### src/rtl/dac_hpf_pkg.sv
// Shared types, fixed-point constants and saturation helpers for the
// time-multiplexed DAC high-pass filter engine.
package dac_hpf_pkg;

    typedef enum logic [2:0] {
        ST_CLEAR,
        ST_IDLE,
        ST_DIFF,
        ST_WAIT,
        ST_ACC
    } state_t;

    localparam int SAMPLE_W = 16;
    localparam int STATE_W  = 32;
    localparam int FRAC_W   = 16;
    localparam int A_SHIFT  = 2;
    localparam int B_SHIFT  = 1;
    localparam int P_LSB    = 3;

    // Clamp a 17-bit intermediate to the signed 16-bit sample range.
    function automatic logic signed [SAMPLE_W-1:0] sat16(input logic signed [SAMPLE_W:0] v);
        logic signed [SAMPLE_W-1:0] r;
        if (v > 17'sd32767)       r = 16'sh7fff;
        else if (v < -17'sd32768) r = 16'sh8000;
        else                      r = v[SAMPLE_W-1:0];
        return r;
    endfunction

    // Clamp a 33-bit intermediate to the signed Q16.16 state range.
    function automatic logic signed [STATE_W-1:0] sat32(input logic signed [STATE_W:0] v);
        logic signed [STATE_W-1:0] r;
        if (v > 33'sd2147483647)       r = 32'sh7fff_ffff;
        else if (v < -33'sd2147483648) r = 32'sh8000_0000;
        else                           r = v[STATE_W-1:0];
        return r;
    endfunction

endpackage

### src/rtl/dac_hpf_channel_engine_if.sv
// Sample handshake, result strobe and shared-multiplier bus of the HPF engine.
// master = the surrounding datapath (sample selector, formatter, multiplier),
// slave  = the filter engine.
interface dac_hpf_channel_engine_if #(
    parameter int CH_W = 3
);
    logic                   in_valid;
    logic                   in_ready;
    logic [CH_W-1:0]        in_ch;
    logic signed [15:0]     in_data;
    logic                   hpf_en;
    logic [15:0]            hpf_coef;
    logic                   state_clear;
    logic [17:0]            mult_a;
    logic [17:0]            mult_b;
    logic [35:0]            mult_p;
    logic                   out_valid;
    logic [CH_W-1:0]        out_ch;
    logic signed [15:0]     out_data;

    modport master (
        output in_valid, in_ch, in_data, hpf_en, hpf_coef, state_clear, mult_p,
        input  in_ready, mult_a, mult_b, out_valid, out_ch, out_data
    );

    modport slave (
        input  in_valid, in_ch, in_data, hpf_en, hpf_coef, state_clear, mult_p,
        output in_ready, mult_a, mult_b, out_valid, out_ch, out_data
    );
endinterface

### src/rtl/dac_hpf_state_ram.sv
// Per-channel Q16.16 low-pass state store: single port, registered read,
// read-before-write. Addresses at or beyond N_CH are ignored and read as zero.
module dac_hpf_state_ram #(
    parameter int N_CH = 8,
    parameter int CH_W = 3
) (
    input  logic                     clk,
    input  logic                     we,
    input  logic [CH_W-1:0]          addr,
    input  logic signed [31:0]       wdata,
    output logic signed [31:0]       rdata
);
    logic signed [31:0] mem [N_CH];
    logic               addr_ok;

    assign addr_ok = (32'(addr) < N_CH);

    // Synchronous write and registered read of the addressed channel.
    always_ff @(posedge clk) begin
        if (we && addr_ok) mem[addr] <= wdata;
        rdata <= addr_ok ? mem[addr] : '0;
    end
endmodule

### src/rtl/dac_hpf_channel_engine.sv
// First-order IIR high-pass filter shared by N_CH DAC channels. Each accepted
// sample forms diff = x - lp_hi, sends (diff, coef) to the external multiplier,
// then outputs diff and advances lp by diff*coef.
module dac_hpf_channel_engine
    import dac_hpf_pkg::*;
#(
    parameter int N_CH         = 8,
    parameter int CH_W         = 3,
    parameter int MULT_LATENCY = 1
) (
    input  logic                     clk,
    input  logic                     reset_n,
    dac_hpf_channel_engine_if.slave  bus
);
    state_t                     state;
    logic                       clr_pend;
    logic [CH_W-1:0]            clr_cnt;
    logic [2:0]                 wait_cnt;

    logic [CH_W-1:0]            ch_p0;
    logic signed [15:0]         x_p0;
    logic                       en_p0;
    logic [15:0]                coef_p0;
    logic signed [15:0]         diff_p1;
    logic signed [31:0]         st_p1;

    logic                       ram_we;
    logic [CH_W-1:0]            ram_addr;
    logic signed [31:0]         ram_wdata;
    logic signed [31:0]         ram_rdata;

    logic                       ch_ok;
    logic signed [15:0]         diff_w;
    logic signed [31:0]         prod_w;
    logic signed [31:0]         acc_w;
    logic                       unused_p;

    assign ch_ok    = ({1'b0, ch_p0} < (CH_W+1)'(N_CH));
    assign diff_w   = sat16($signed({x_p0[15], x_p0}) - $signed({ram_rdata[31], ram_rdata[31:16]}));
    assign prod_w   = $signed(bus.mult_p[34:P_LSB]);
    assign acc_w    = sat32($signed({st_p1[31], st_p1}) + $signed({prod_w[31], prod_w}));
    assign unused_p = ^{bus.mult_p[35], bus.mult_p[P_LSB-1:0]};

    dac_hpf_state_ram #(.N_CH(N_CH), .CH_W(CH_W)) u_ram (
        .clk   (clk),
        .we    (ram_we),
        .addr  (ram_addr),
        .wdata (ram_wdata),
        .rdata (ram_rdata)
    );

    // State RAM port steering: sweep in CLEAR, prefetch in IDLE, write-back in ACC.
    always_comb begin
        ram_we    = 1'b0;
        ram_addr  = ch_p0;
        ram_wdata = '0;
        case (state)
            ST_CLEAR: begin
                ram_we   = 1'b1;
                ram_addr = clr_cnt;
            end
            ST_IDLE: ram_addr = bus.in_ch;
            ST_ACC: begin
                ram_we    = ch_ok;
                ram_wdata = en_p0 ? acc_w : {x_p0, 16'h0000};
            end
            default: ;
        endcase
    end

    // Sample capture at accept, then difference and old state at the DIFF edge.
    always_ff @(posedge clk) begin
        if (state == ST_IDLE && bus.in_valid) begin
            ch_p0   <= bus.in_ch;
            x_p0    <= bus.in_data;
            en_p0   <= bus.hpf_en;
            coef_p0 <= bus.hpf_coef;
        end
        if (state == ST_DIFF) begin
            diff_p1 <= diff_w;
            st_p1   <= ram_rdata;
        end
    end

    // Control FSM with registered handshake, multiplier operands and result.
    always_ff @(posedge clk or negedge reset_n) begin
        if (!reset_n) begin
            state        <= ST_IDLE;
            clr_pend     <= 1'b1;
            clr_cnt      <= '0;
            wait_cnt     <= '0;
            bus.in_ready <= 1'b1;
            bus.out_valid<= 1'b0;
            bus.out_ch   <= '0;
            bus.out_data <= '0;
            bus.mult_a   <= '0;
            bus.mult_b   <= '0;
        end else begin
            bus.out_valid <= 1'b0;
            if (bus.state_clear && state != ST_IDLE && state != ST_CLEAR) clr_pend <= 1'b1;
            case (state)
                ST_CLEAR: begin
                    clr_cnt <= clr_cnt + 1'b1;
                    if (clr_cnt == CH_W'(N_CH-1)) begin
                        state        <= ST_IDLE;
                        bus.in_ready <= 1'b1;
                    end
                end
                ST_IDLE: begin
                    if (clr_pend || bus.state_clear) begin
                        state        <= ST_CLEAR;
                        clr_pend     <= 1'b0;
                        clr_cnt      <= '0;
                        bus.in_ready <= 1'b0;
                    end else if (bus.in_valid) begin
                        state        <= ST_DIFF;
                        bus.in_ready <= 1'b0;
                    end
                end
                ST_DIFF: begin
                    bus.mult_a <= {diff_w, 2'b00};
                    bus.mult_b <= {1'b0, coef_p0, 1'b0};
                    wait_cnt   <= '0;
                    state      <= ST_WAIT;
                end
                ST_WAIT: begin
                    if (wait_cnt == 3'(MULT_LATENCY-1)) state <= ST_ACC;
                    else wait_cnt <= wait_cnt + 1'b1;
                end
                ST_ACC: begin
                    bus.out_valid <= 1'b1;
                    bus.out_ch    <= ch_p0;
                    bus.out_data  <= (en_p0 && ch_ok) ? diff_p1 : x_p0;
                    if (clr_pend || bus.state_clear) begin
                        state    <= ST_CLEAR;
                        clr_pend <= 1'b0;
                        clr_cnt  <= '0;
                    end else begin
                        state        <= ST_IDLE;
                        bus.in_ready <= 1'b1;
                    end
                end
                default: state <= ST_IDLE;
            endcase
        end
    end
endmodule

### src/flat_wrapper.sv
// flat-port wrapper written by rule: the top's interface ports become plain ports
module dac_hpf_channel_engine_flat import dac_hpf_pkg::*;
#(
    parameter int N_CH         = 8,
    parameter int CH_W         = 3,
    parameter int MULT_LATENCY = 1
)
  (clk, reset_n, bus_in_valid, bus_in_ch, bus_in_data, bus_hpf_en, bus_hpf_coef, bus_state_clear, bus_mult_p, bus_in_ready, bus_mult_a, bus_mult_b, bus_out_valid, bus_out_ch, bus_out_data);
  dac_hpf_channel_engine_if #(.CH_W(CH_W)) bus_i ();
  input  logic clk;
  input  logic reset_n;
  input wire logic [$bits(bus_i.in_valid)-1:0] bus_in_valid;
  input wire logic [$bits(bus_i.in_ch)-1:0] bus_in_ch;
  input wire logic [$bits(bus_i.in_data)-1:0] bus_in_data;
  input wire logic [$bits(bus_i.hpf_en)-1:0] bus_hpf_en;
  input wire logic [$bits(bus_i.hpf_coef)-1:0] bus_hpf_coef;
  input wire logic [$bits(bus_i.state_clear)-1:0] bus_state_clear;
  input wire logic [$bits(bus_i.mult_p)-1:0] bus_mult_p;
  output wire logic [$bits(bus_i.in_ready)-1:0] bus_in_ready;
  output wire logic [$bits(bus_i.mult_a)-1:0] bus_mult_a;
  output wire logic [$bits(bus_i.mult_b)-1:0] bus_mult_b;
  output wire logic [$bits(bus_i.out_valid)-1:0] bus_out_valid;
  output wire logic [$bits(bus_i.out_ch)-1:0] bus_out_ch;
  output wire logic [$bits(bus_i.out_data)-1:0] bus_out_data;
  assign bus_i.in_valid = bus_in_valid;
  assign bus_i.in_ch = bus_in_ch;
  assign bus_i.in_data = bus_in_data;
  assign bus_i.hpf_en = bus_hpf_en;
  assign bus_i.hpf_coef = bus_hpf_coef;
  assign bus_i.state_clear = bus_state_clear;
  assign bus_i.mult_p = bus_mult_p;
  assign bus_in_ready = bus_i.in_ready;
  assign bus_mult_a = bus_i.mult_a;
  assign bus_mult_b = bus_i.mult_b;
  assign bus_out_valid = bus_i.out_valid;
  assign bus_out_ch = bus_i.out_ch;
  assign bus_out_data = bus_i.out_data;
  dac_hpf_channel_engine #(.N_CH(N_CH), .CH_W(CH_W), .MULT_LATENCY(MULT_LATENCY)) u_core (.clk(clk), .reset_n(reset_n), .bus(bus_i));
endmodule
### config.mk
export PLATFORM = sky130hd
export DESIGN_NAME = dac_hpf_channel_engine_flat
export DESIGN_NICKNAME = d
export VERILOG_FILES = /design/src/rtl/dac_hpf_pkg.sv /design/src/rtl/dac_hpf_channel_engine_if.sv /design/src/rtl/dac_hpf_state_ram.sv /design/src/rtl/dac_hpf_channel_engine.sv /design/src/flat_wrapper.sv
export SDC_FILE = /design/constraint.sdc
export NUM_CORES = 1
export LEC_CHECK = 0
export ABC_AREA = 0
export CAP_MARGIN = 30
export CORE_MARGIN = 2
export CORE_UTILIZATION = 45
export CTS_CLUSTER_SIZE = 28
export DETAILED_ROUTE_END_ITERATION = 8
export DONT_BUFFER_PORTS = 1
export PLACE_DENSITY = 0.72
export SYNTH_ARGS = -nofsm -noshare
export SYNTH_HDL_FRONTEND = slang
export SYNTH_SLANG_ARGS = --single-unit
### constraint.sdc
create_clock -name clk -period 12.6 [get_ports clk]
set_input_delay 1.26 -clock clk [delete_from_list [all_inputs] [get_ports clk]]
set_output_delay 1.26 -clock clk [all_outputs]
set_load 0.01 [all_outputs]
==> results.json <==
{
  "grt_overflow_total": 0,
  "post_cts_resize_count": 0,
  "antenna_found_initial": 2,
  "placementRows": 75,
  "synth.cells.most_frequent": "340 x edfxtp_1, 133 x nand2_1, 65 x a21oi_1",
  "outcome": "finished clean",
  "compound_gate_fraction_of_synth_area": 0.0785,
  "critical_path_top_delay_cell": "o211ai_4",
  "cp_data_required_time_ns": 12.80,
  "crit_fanout": 19,
  "chipHeight_um": 209,
  "port_buffers": 0,
  "synth.area.mux_share": 0.113,
  "synth_cell_type_count": 87,
  "gpl.final_weighted_congestion": 0.835,
  "fmaxAchievable_ghz": 0.227,
  "post_cts_buffers": 0,
  "fin_skew_ns": 0.0161,
  "detailed_place_hpwl_mm": 25.6,
  "clock_tree.buffer_depth": 3,
  "report.power.total_mw": 5.99,
  "synth.top_cells.by_area": "edfxtp_1 54%, dfrtp_1 7.9%, mux4_2 7.6%, ha_1 3.4%, dfxtp_1 3.4%",
  "dominant_combinational_cell_family_by_area_after_synthesis": "multiplexers",
  "crit_buf_inv": 0,
  "setup-tns-final_ns": 0,
  "drt_iter0_markers": 867,
  "vias_in_the_first_global_route": 10810,
  "synth_most_common_cell": "edfxtp_1",
  "clkSlewWorstSetupHoldPaths_ns": 0.06,
  "grt_setup_unrepaired": "false",
  "drive_gt1_frac": 0.177,
  "final_antenna_net_count": 0,
  "finalCriticalPeriod_ns": 4.42,
  "cp_cell_sequence": "ha_1, and4_4, and3_4, a211oi_4, o311a_4, o211a_1, o211ai_4, nand2_1, nand4_1, a21oi_1",
  "num_vias": 10435,
  "worst_hold_slack_ns": 0.401,
  "avgRoutedWirePerCell_um": 22.1,
  "setup.worst_path.start_class": "input pin",
  "synth_sequential_area_ratio": 0.657,
  "fp.dieArea_um2": 43700,
  "ys_dominant_reg_cell": "edfxtp_1",
  "timing.max_slew.rel_slack": 0.321,
  "report.final.slew_viol_count": 0,
  "synthesis.area_per_instance_um2": 15.2,
  "worst_ep_arrival_time_ns": 4.62,
  "switching_share": 0.344,
  "worstMarginPinSlew_ns": 1.02,
  "syn-cell-area_um2": 18900,
  "tritoncts": "yes",
  "preCtsSetupSlack_ns": 7.67,
  "power.share.sequential": 0.403,
  "flow.area_growth_from_synthesis_pct": 10.5,
  "drt_pass1_iterations": 5,
  "timing.final.crit_share": 0.350,
  "io_pins": 133,
  "hold_path.class": "input pin to async pin",
  "routed_wl_mm": 40.4,
  "num_cts_buffers": 42,
  "core_um2": 41800,
  "post-route-drc-count": 0,
  "count_of_endpoints_failing_setup_in_the_final_report": 0,
  "setup_ws_ns": 8.18,
  "pin_count_of_the_biggest_net_entering_global_routing": 64,
  "combinationalPowerShare": 0.388,
  "final_number_of_hold_violating_endpoints": 0,
  "cts.hold.buffers_added": 0,
  "grt_first_pass_wirelength_mm": 62.5,
  "total_number_of_clock_tree_sinks": 435,
  "layout.nets": 1385,
  "start_util": 0.453,
  "gate_count_post_synth": 1248,
  "synth_seq_cells": 435,
  "drv.max_cap_violation_count": 0,
  "synth_area_leader_cell": "edfxtp_1",
  "critical_path.max_stage_delay_ns": 0.62,
  "dpl_cell_area_um2": 19500,
  "global_route.usage.total": 0.186,
  "dieWidth_um": 209,
  "netlist.area_leader.share": 0.539,
  "synth_area_in_simple_gates": 0.0586,
  "cellPowerDensity_nw_per_um2": 286,
  "filler_cell_count": 3331,
  "routed_via_density": 5.70,
  "synth-edff-count": 340,
  "post_synth_xor_area_fraction": 0.0190,
  "path_class": "input pin to flip-flop",
  "endpoint_kind": "flip-flop",
  "vdd.ir_drop.worst_v": 0.000176,
  "critPathTopFamily": "compound AO/OA/AOI/OAI gates",
  "leakagePower_nw": 7.62,
  "postSynth.asyncResetShare": 0.145,
  "clock_tree.root_cell": "clkbuf_16",
  "insertion_delay_ns": 0.55,
  "synth_warnings": 0,
  "yosys.area_share.adder": 0.0477,
  "switchingPower_mw": 2.06,
  "htree_num_levels": 2,
  "clock_power_share": 0.209,
  "internal-power_mw": 3.92,
  "post_route_cell_area_um2": 20900
}
[worst reg2reg max path: stages, from the launching register on]
cell      delay [ns]
edfxtp_1        0.40
ha_1            0.42
and4_4          0.26
and3_4          0.19
a211oi_4        0.09
o311a_4         0.45
o211a_1         0.27
o211ai_4        0.62
nand2_1         0.60
nand4_1         0.27
a21oi_1         0.22
[stage by stage]
| step | cells | utilization |
|---|---|---|
| 2_1_floorplan | 1251 | - |
| 3_3_place_gp | 1747 | 0.466 |
| 3_5_place_dp | 1750 | 0.468 |
| 6_report | 1830 | 0.501 |
| 4_1_cts | 1828 | 0.501 |
| 5_1_grt | 1829 | 0.501 |
[logic make-up (layout without fill, tap and decap cells)]
kind of cell / count (synthesis) / after routing
xor+xnor: 41 / 41
compound gates: 222 / 222
simple gates: 246 / 246
mux: 128 / 128
buf+inv: 100 / 138
flops: 435 / 435
other cells: 1 / 6
fa+ha+maj: 75 / 75
[cell usage in the layout, fill, tap and decap left out, drive strengths merged, types with 4 or more instances in the layout]
| cell | Yosys | layout |
|---|---|---|
| edfxtp | 340 | 340 |
| xor2 | 19 | 19 |
| o211ai | 9 | 9 |
| dfrtp | 60 | 60 |
| nor3 | 13 | 13 |
| dfxtp | 32 | 32 |
| xnor2 | 22 | 22 |
| o21bai | 6 | 6 |
| a21o | 24 | 24 |
| o2111ai | 4 | 4 |
| a31oi | 5 | 5 |
| mux4 | 64 | 64 |
| maj3 | 21 | 21 |
| nor2b | 4 | 4 |
| buf | 29 | 18 |
| nor3b | 5 | 5 |
| nand4 | 4 | 4 |
| nand3 | 11 | 11 |
| clkinv | 1 | 14 |
| o21ai | 64 | 64 |
| clkbuf | 24 | 61 |
| nand2b | 6 | 6 |
| a2111oi | 4 | 4 |
| ha | 52 | 52 |
| nand3b | 5 | 5 |
| nand2 | 133 | 133 |
| nor2 | 43 | 43 |
| and3 | 7 | 7 |
| a21oi | 65 | 65 |
| o21a | 6 | 6 |
| conb | 1 | 4 |
| mux2 | 45 | 45 |
| a211oi | 7 | 7 |
| inv | 41 | 41 |
| mux2i | 19 | 19 |
[cell type report]
| class | instances | area, um^2 | area share |
|---|---|---|---|
| flip-flops and latches | 435 | 12400 | 0.594 |
| well taps | 539 | 674 | 0.0322 |
| repair buffers | 18 | 179 | 0.00855 |
| diodes | 2 | 5.00 | 0.000239 |
| clock buffers | 61 | 1230 | 0.0586 |
| clock inverters | 17 | 151 | 0.00724 |
| inverters | 42 | 159 | 0.00760 |
| multi-input cells | 716 | 6090 | 0.291 |
[final timing paths]
check                                       startpoint                      end  slack, ns  cells past startpoint
worst min register to register  u_core.u_ram.rdata[12]         u_core.st_p1[12]       0.40                      0
worst max-delay path                    bus_mult_p[12]  u_core.u_ram.mem[1][10]       8.18                     10
min in group clk                u_core.u_ram.rdata[12]         u_core.st_p1[12]       0.40                      0
worst max register to register        u_core.st_p1[10]  u_core.u_ram.mem[1][10]       8.47                     10
worst min-delay path                           reset_n   u_core.bus.out_data[3]       0.40                      0
max in group asynchronous                      reset_n      u_core.bus.in_ready      11.99                      0
[power groups by stage]
stage / combinational (mW) / clock, mW / sequential [mW]
2_1_floorplan: 1.78 / 0 / 2.36
3_3_place_gp: 2.27 / 0 / 2.42
3_5_place_dp: 2.34 / 0 / 2.44
4_1_cts: 2.36 / 1.27 / 2.42
5_1_grt: 2.55 / 1.33 / 2.45
6_report: 2.32 / 1.25 / 2.41
[sequential cells by signal (all words and copies together), names as in the netlist, 16 cells and up]
signal,cells
u_core.u_ram.mem,256
u_core.st_p1,32
u_core.u_ram.rdata,32
u_core.bus.mult_a,16
u_core.bus.mult_b,16
u_core.bus.out_data,16
u_core.coef_p0,16
u_core.diff_p1,16
u_core.x_p0,16
[metal layers]
metal / up-vias / wire, um / track usage / share of wire
li1: 4762 / - / - / -
met1: 5310 / 16900 / 0.240 / 0.42
met2: 271 / 20200 / 0.316 / 0.50
met3: 90 / 1790 / 0.0302 / 0.044
met4: 2 / 1460 / 0.0754 / 0.036
met5: - / 11 / 0 / 0.00027
Note: power is estimated with default switching activity, not from simulation.
